$ cat src/rtl/halt_monitor_pkg.sv
// rtl/halt_monitor_pkg.sv - shared types and default constants for the halt monitor
package halt_monitor_pkg;

  // Monitor lifecycle: running the program, draining memory, finished
  typedef enum logic [1:0] {
    RUN    = 2'd0,
    DRAIN  = 2'd1,
    HALTED = 2'd2
  } state_t;

  localparam int          REG_IDX_W        = 3;
  localparam logic [15:0] HALT_INSTR_DEF   = 16'hF000;
  localparam logic [REG_IDX_W-1:0] RET_REG_DEF = 3'd3;
  localparam int          DRAIN_CYCLES_DEF = 4;
  localparam int          LOOP_LIMIT_DEF   = 8;

  // Bits needed to hold values 0..max_val, never less than one
  function automatic int cnt_width(input int max_val);
    int w;
    w = 1;
    while ((1 << w) <= max_val) w++;
    return w;
  endfunction

endpackage

$ cat src/rtl/halt_monitor_drain_timer.sv
// rtl/halt_monitor_drain_timer.sv - drain countdown with reload while memory is busy
module drain_timer
  import halt_monitor_pkg::*;
#(
  parameter int DRAIN_CYCLES = DRAIN_CYCLES_DEF
) (
  input  logic clk,
  input  logic rst,
  input  logic load,
  input  logic run,
  input  logic busy,
  output logic done
);

  localparam int          W      = cnt_width(DRAIN_CYCLES);
  localparam logic [W-1:0] RELOAD = W'(DRAIN_CYCLES);

  logic [W-1:0] count;

  // Load on halt; while running, busy restarts the window so idle cycles must be consecutive
  always_ff @(posedge clk) begin
    if (rst) begin
      count <= '0;
    end else if (load) begin
      count <= RELOAD;
    end else if (run) begin
      if (busy) begin
        count <= RELOAD;
      end else if (count != '0) begin
        count <= count - W'(1);
      end
    end
  end

  assign done = (count == '0);

endmodule

$ cat src/rtl/halt_monitor.sv
// rtl/halt_monitor.sv - retire-stream halt detector with return-value shadow; option SELF_LOOP_HALT_EN
module halt_monitor
  import halt_monitor_pkg::*;
#(
  parameter logic [15:0]          HALT_INSTR   = HALT_INSTR_DEF,
  parameter logic [REG_IDX_W-1:0] RET_REG      = RET_REG_DEF,
  parameter int                   DRAIN_CYCLES = DRAIN_CYCLES_DEF,
  parameter int                   LOOP_LIMIT   = LOOP_LIMIT_DEF
) (
  input  logic                 clk,
  input  logic                 rst,
  input  logic                 retire_valid,
  input  logic [15:0]          retire_instr,
  input  logic [15:0]          retire_pc,
  input  logic                 wb_en,
  input  logic [REG_IDX_W-1:0] wb_addr,
  input  logic [15:0]          wb_data,
  input  logic                 mem_busy,
  output logic                 is_halt,
  output logic [15:0]          ret_val,
  output logic [31:0]          retired_count
);

  state_t      state;
  logic [15:0] shadow;
  logic        halt_hit;
  logic        loop_hit;
  logic        start_drain;
  logic        drain_done;

  assign halt_hit    = retire_valid && (retire_instr == HALT_INSTR);
  assign start_drain = (state == RUN) && (halt_hit || loop_hit);

`ifdef SELF_LOOP_HALT_EN
  localparam int              RUN_W     = cnt_width(LOOP_LIMIT);
  localparam logic [RUN_W-1:0] RUN_LIMIT = RUN_W'(LOOP_LIMIT);

  logic [15:0]      last_pc;
  logic             pc_seen;
  logic [RUN_W-1:0] run_len;
  logic             same_pc;

  // The very first retire after reset has nothing to repeat
  assign same_pc  = retire_valid && pc_seen && (retire_pc == last_pc);
  assign loop_hit = same_pc && ((int'(run_len) + 1) >= LOOP_LIMIT);

  // Run length of back-to-back retires at one PC, saturating at the limit
  always_ff @(posedge clk) begin
    if (rst) begin
      last_pc <= '0;
      pc_seen <= 1'b0;
      run_len <= '0;
    end else if (retire_valid) begin
      last_pc <= retire_pc;
      pc_seen <= 1'b1;
      if (same_pc) begin
        if (run_len != RUN_LIMIT) run_len <= run_len + RUN_W'(1);
      end else begin
        run_len <= '0;
      end
    end
  end
`else
  logic unused_pc;
  assign unused_pc = ^retire_pc;
  assign loop_hit  = 1'b0;
`endif

  drain_timer #(
    .DRAIN_CYCLES(DRAIN_CYCLES)
  ) u_drain_timer (
    .clk  (clk),
    .rst  (rst),
    .load (start_drain),
    .run  (state == DRAIN),
    .busy (mem_busy),
    .done (drain_done)
  );

  // Lifecycle FSM with registered outputs; writebacks after the halt belong to squashed instructions
  always_ff @(posedge clk) begin
    if (rst) begin
      state         <= RUN;
      is_halt       <= 1'b0;
      ret_val       <= '0;
      retired_count <= '0;
      shadow        <= '0;
    end else begin
      case (state)
        RUN: begin
          if (wb_en && (wb_addr == RET_REG)) shadow <= wb_data;
          if (retire_valid) retired_count <= retired_count + 32'd1;
          if (start_drain) state <= DRAIN;
        end
        DRAIN: begin
          if (drain_done) begin
            state   <= HALTED;
            is_halt <= 1'b1;
            ret_val <= shadow;
          end
        end
        HALTED: begin
          state <= HALTED;
        end
        default: begin
          state <= RUN;
        end
      endcase
    end
  end

endmodule

$ cat config.mk
export PLATFORM = sky130hd
export DESIGN_NAME = halt_monitor
export DESIGN_NICKNAME = d
export VERILOG_FILES = /design/src/rtl/halt_monitor_pkg.sv /design/src/rtl/halt_monitor_drain_timer.sv /design/src/rtl/halt_monitor.sv
export SDC_FILE = /design/constraint.sdc
export NUM_CORES = 1
export LEC_CHECK = 0
export CORE_AREA = 2 2 87 89
export CTS_CLUSTER_SIZE = 12
export DETAILED_ROUTE_END_ITERATION = 8
export DIE_AREA = 0 0 89 91
export PLACE_DENSITY = 0.77
export SKIP_CTS_REPAIR_TIMING = 1
export SKIP_LAST_GASP = 1
export SLEW_MARGIN = 15
export SYNTH_ARGS = -nofsm -noshare
export SYNTH_HDL_FRONTEND = slang
export SYNTH_HIERARCHICAL = 1
export SYNTH_SLANG_ARGS = --single-unit
$ cat constraint.sdc
create_clock -name clk -period 2.5 [get_ports clk]
set_input_delay 0.5 -clock clk [delete_from_list [all_inputs] [get_ports clk]]
set_output_delay 0.5 -clock clk [all_outputs]
set_load 0.02 [all_outputs]
==> impl_metrics.toml <==
[status]
status = "completed"

[die]
floorplan.die.width_um = 89
io_pins = 105
floorplan.rows = 31
die_height_um = 91
core_area_um2 = 7140
start_util_pct = 43.5
fp.dieArea_um2 = 8100

[clock_tree]
cts.clk_slew.worst_paths_ns = 0.07
cts_tree = "yes"
clock_tree.buffer_depth = 2
insertion_delay_ns = 0.33
cts_htree_levels = 3
tritoncts_num_sinks = 70
root_buffer = "clkbuf_8"
cts-buffers-inserted = 9

[timing]
setup_total_negative_slack_ns = 0
post-route-period-util_pct = 80.9
maxClockFrequency_mhz = 494
period_needed_ns = 2.02
timing_worst_slew_pin_value_ns = 0.758
clock_skew_ns = 0.00735
grt_setup_unrepaired = "false"
maxSlewViolCount = 0
setup_violators_final = 0
max_slew_headroom_pct = 49.5
timing_hold_violations_final = 0

[grt]
pin_count_of_the_biggest_net_entering_global_routing = 45
wire_length_of_the_first_global_routing_pass_um = 12200
gr-total-overflow = 0
globalRouteTotalUtil_pct = 18.7
first_global_vias = 2721
grt_antenna_before_repair = 0

[worst_setup_path]
end_kind = "flip-flop"
critical_path.startpoint_type = "primary input"
cp_slowest_cell = "clkdlybuf4s50_1"
crit_path_cell_trace = "clkdlybuf4s50_1 > and4_1 > nand2_1 > buf_4 > or4_1 > a21oi_1"
r2r.worst_path.cells = 7
arrival_ns = 2.29
cpPeakStageDelay_ns = 0.58
worstPathMaxFanout = 9
critical_path_required_ns = 2.77
crit_type = "in -> reg"

[route]
routed_via_count = 2870
wirelength_um = 7320
dr.first_iter.drc_count = 72
vias_per_cell = 5.27
ant_nets = 0
met2WireLength_um = 3830
maxUsedRoutingLayer = "met4"
dr.pass1.iters = 4
met1Wirelength_um = 3010
route.met3.wl_um = 377
number_of_remaining_drc_errors = 0
wire_per_inst_um = 13.4

[logic_synthesis]
netlist.area_leader.share_pct = 45.2
synth_top_cells_by_area = "dfxtp_1, nand2_1, mux2i_1"
synthesized_area_per_cell_um2 = 8.74
ys_ff_latch = 70
synth.most_common_cell = "dfxtp_1"
yosysTopAreaCell = "dfxtp_1"
synth_commonest_cells = "dfxtp_1, nand2_1, nor2_1"
synth_warnings = 6
synthCells = 355
synth_edf_count = 0
post_synth_instance_area_um2 = 3100
synth.distinct_cells = 40
ys_async_sr_fraction_pct = 0
synthesis.nets = 416
synth_top_flop_cell = "dfxtp_1"
synth_sequential_area_ratio_pct = 45.2

[job]
maxCapViolCount = 0

[worst_hold_path]
worstHoldPathType = "reg -> reg"
hold_depth = 2

[power_and_ir_drop]
leakage_power_nw = 1.55
max-vdd-ir-drop_mv = 0.441
design_power_total_w = 0.00218
p_per_area_nw_per_um2 = 512

[layout]
drive_above_1_share_pct = 7.40
area_delta_synth_final_pct = 37.1
seqCellArea_um2 = 1400
num-fill-cells = 646
final_net_count = 502
antennaDiodeCount = 0
multi_input_comb_area_um2 = 1570

[place]
rd_place_congestion = 0.789
port-buffer-count = 88
place_hpwl_um = 5350
==> per-stage QoR <==
stage               area [um^2]  cells  hold WS [ns]  worst slack, ns  utilization [%]
floorplan                  3100    355         0.432            0.623                -
global placement           4050    529         0.437            0.174             56.7
detailed placement         4050    529         0.443            0.128             56.7
CTS                        4250    545         0.454            0.484             59.6
global route               4250    545         0.470            0.328             59.6
finish                     4250    545         0.451            0.477             59.6
==> path summary, 6_finish.rpt <==
path	from	slack (ns)	end
setup / recovery	retire_valid	0.48	retired_count[21]
hold / removal	shadow[5]	0.45	ret_val[5]
setup reg to reg	state[0]	0.50	retired_count[21]
hold reg to reg	shadow[5]	0.45	ret_val[5]
==> power breakdown <==
part	internal, W	total (W)	switching, W
clock	0.000515	0.000924	0.000408
sequential	0.00112	0.00113	0.00000647
combinational	0.0000748	0.000124	0.0000491
==> placed cells by master (no fill, tap or decap), types with 2 or more instances in the layout <==
cell             count
o21ai_0              2
and4_1               5
and2_1               2
xor2_1               9
nand2_1             49
nor3b_1              3
nand4_1             11
mux2_2               5
clkdlybuf4s50_1     87
a21oi_1             32
or2_2                2
dfxtp_1             70
inv_1                7
clkbuf_8            11
nor3_1               2
nor2b_1              8
or4_1               13
clkbuf_1             2
nor4_1               6
o41ai_1              3
nand3_1             15
ha_1                 5
nor2_1              37
nor4b_1              2
o31ai_1             13
mux2i_1             17
and3_1               5
buf_4                7
xnor2_1              3
==> area by class of cell <==
cell class                      count  share of cell area (%)
Multi-Input combinational cell    257                    36.8
Sequential cell                    70                    33.0
Timing Repair Buffer               95                    21.8
Clock buffer                       13                    3.74
Tap cell                           99                    2.91
Clock inverter                      3                    1.00
Inverter                            8                   0.706
==> critical path: cells and delay by family <==
family	cells	cell delay, ns
compound gates	1	0.15
buf+inv	2	0.79
simple gates	3	0.84
==> per-layer routing <==
layer / up-vias / GRT usage, %
met5: - / 0
met1: 1361 / 21.2
met3: 10 / 5.36
met2: 66 / 33.3
li1: 1433 / -
met4: 0 / 5.47
==> state kept, by name, indices dropped and copies added, names as in the netlist <==
name and cells:
state 2, ret_val 16, retired_count 32, is_halt 1, shadow 16, u_drain_timer/count 3
==> cell families after synthesis <==
kind of cell	count (synthesis)	synth area share (%)
compound gates	54	10.5
simple gates	164	27.3
buf+inv	28	4.32
fa+ha+maj	5	2.02
xor+xnor	12	3.39
flops	70	45.2
mux	22	7.30
No activity file was read; power rests on OpenSTA's default activity.
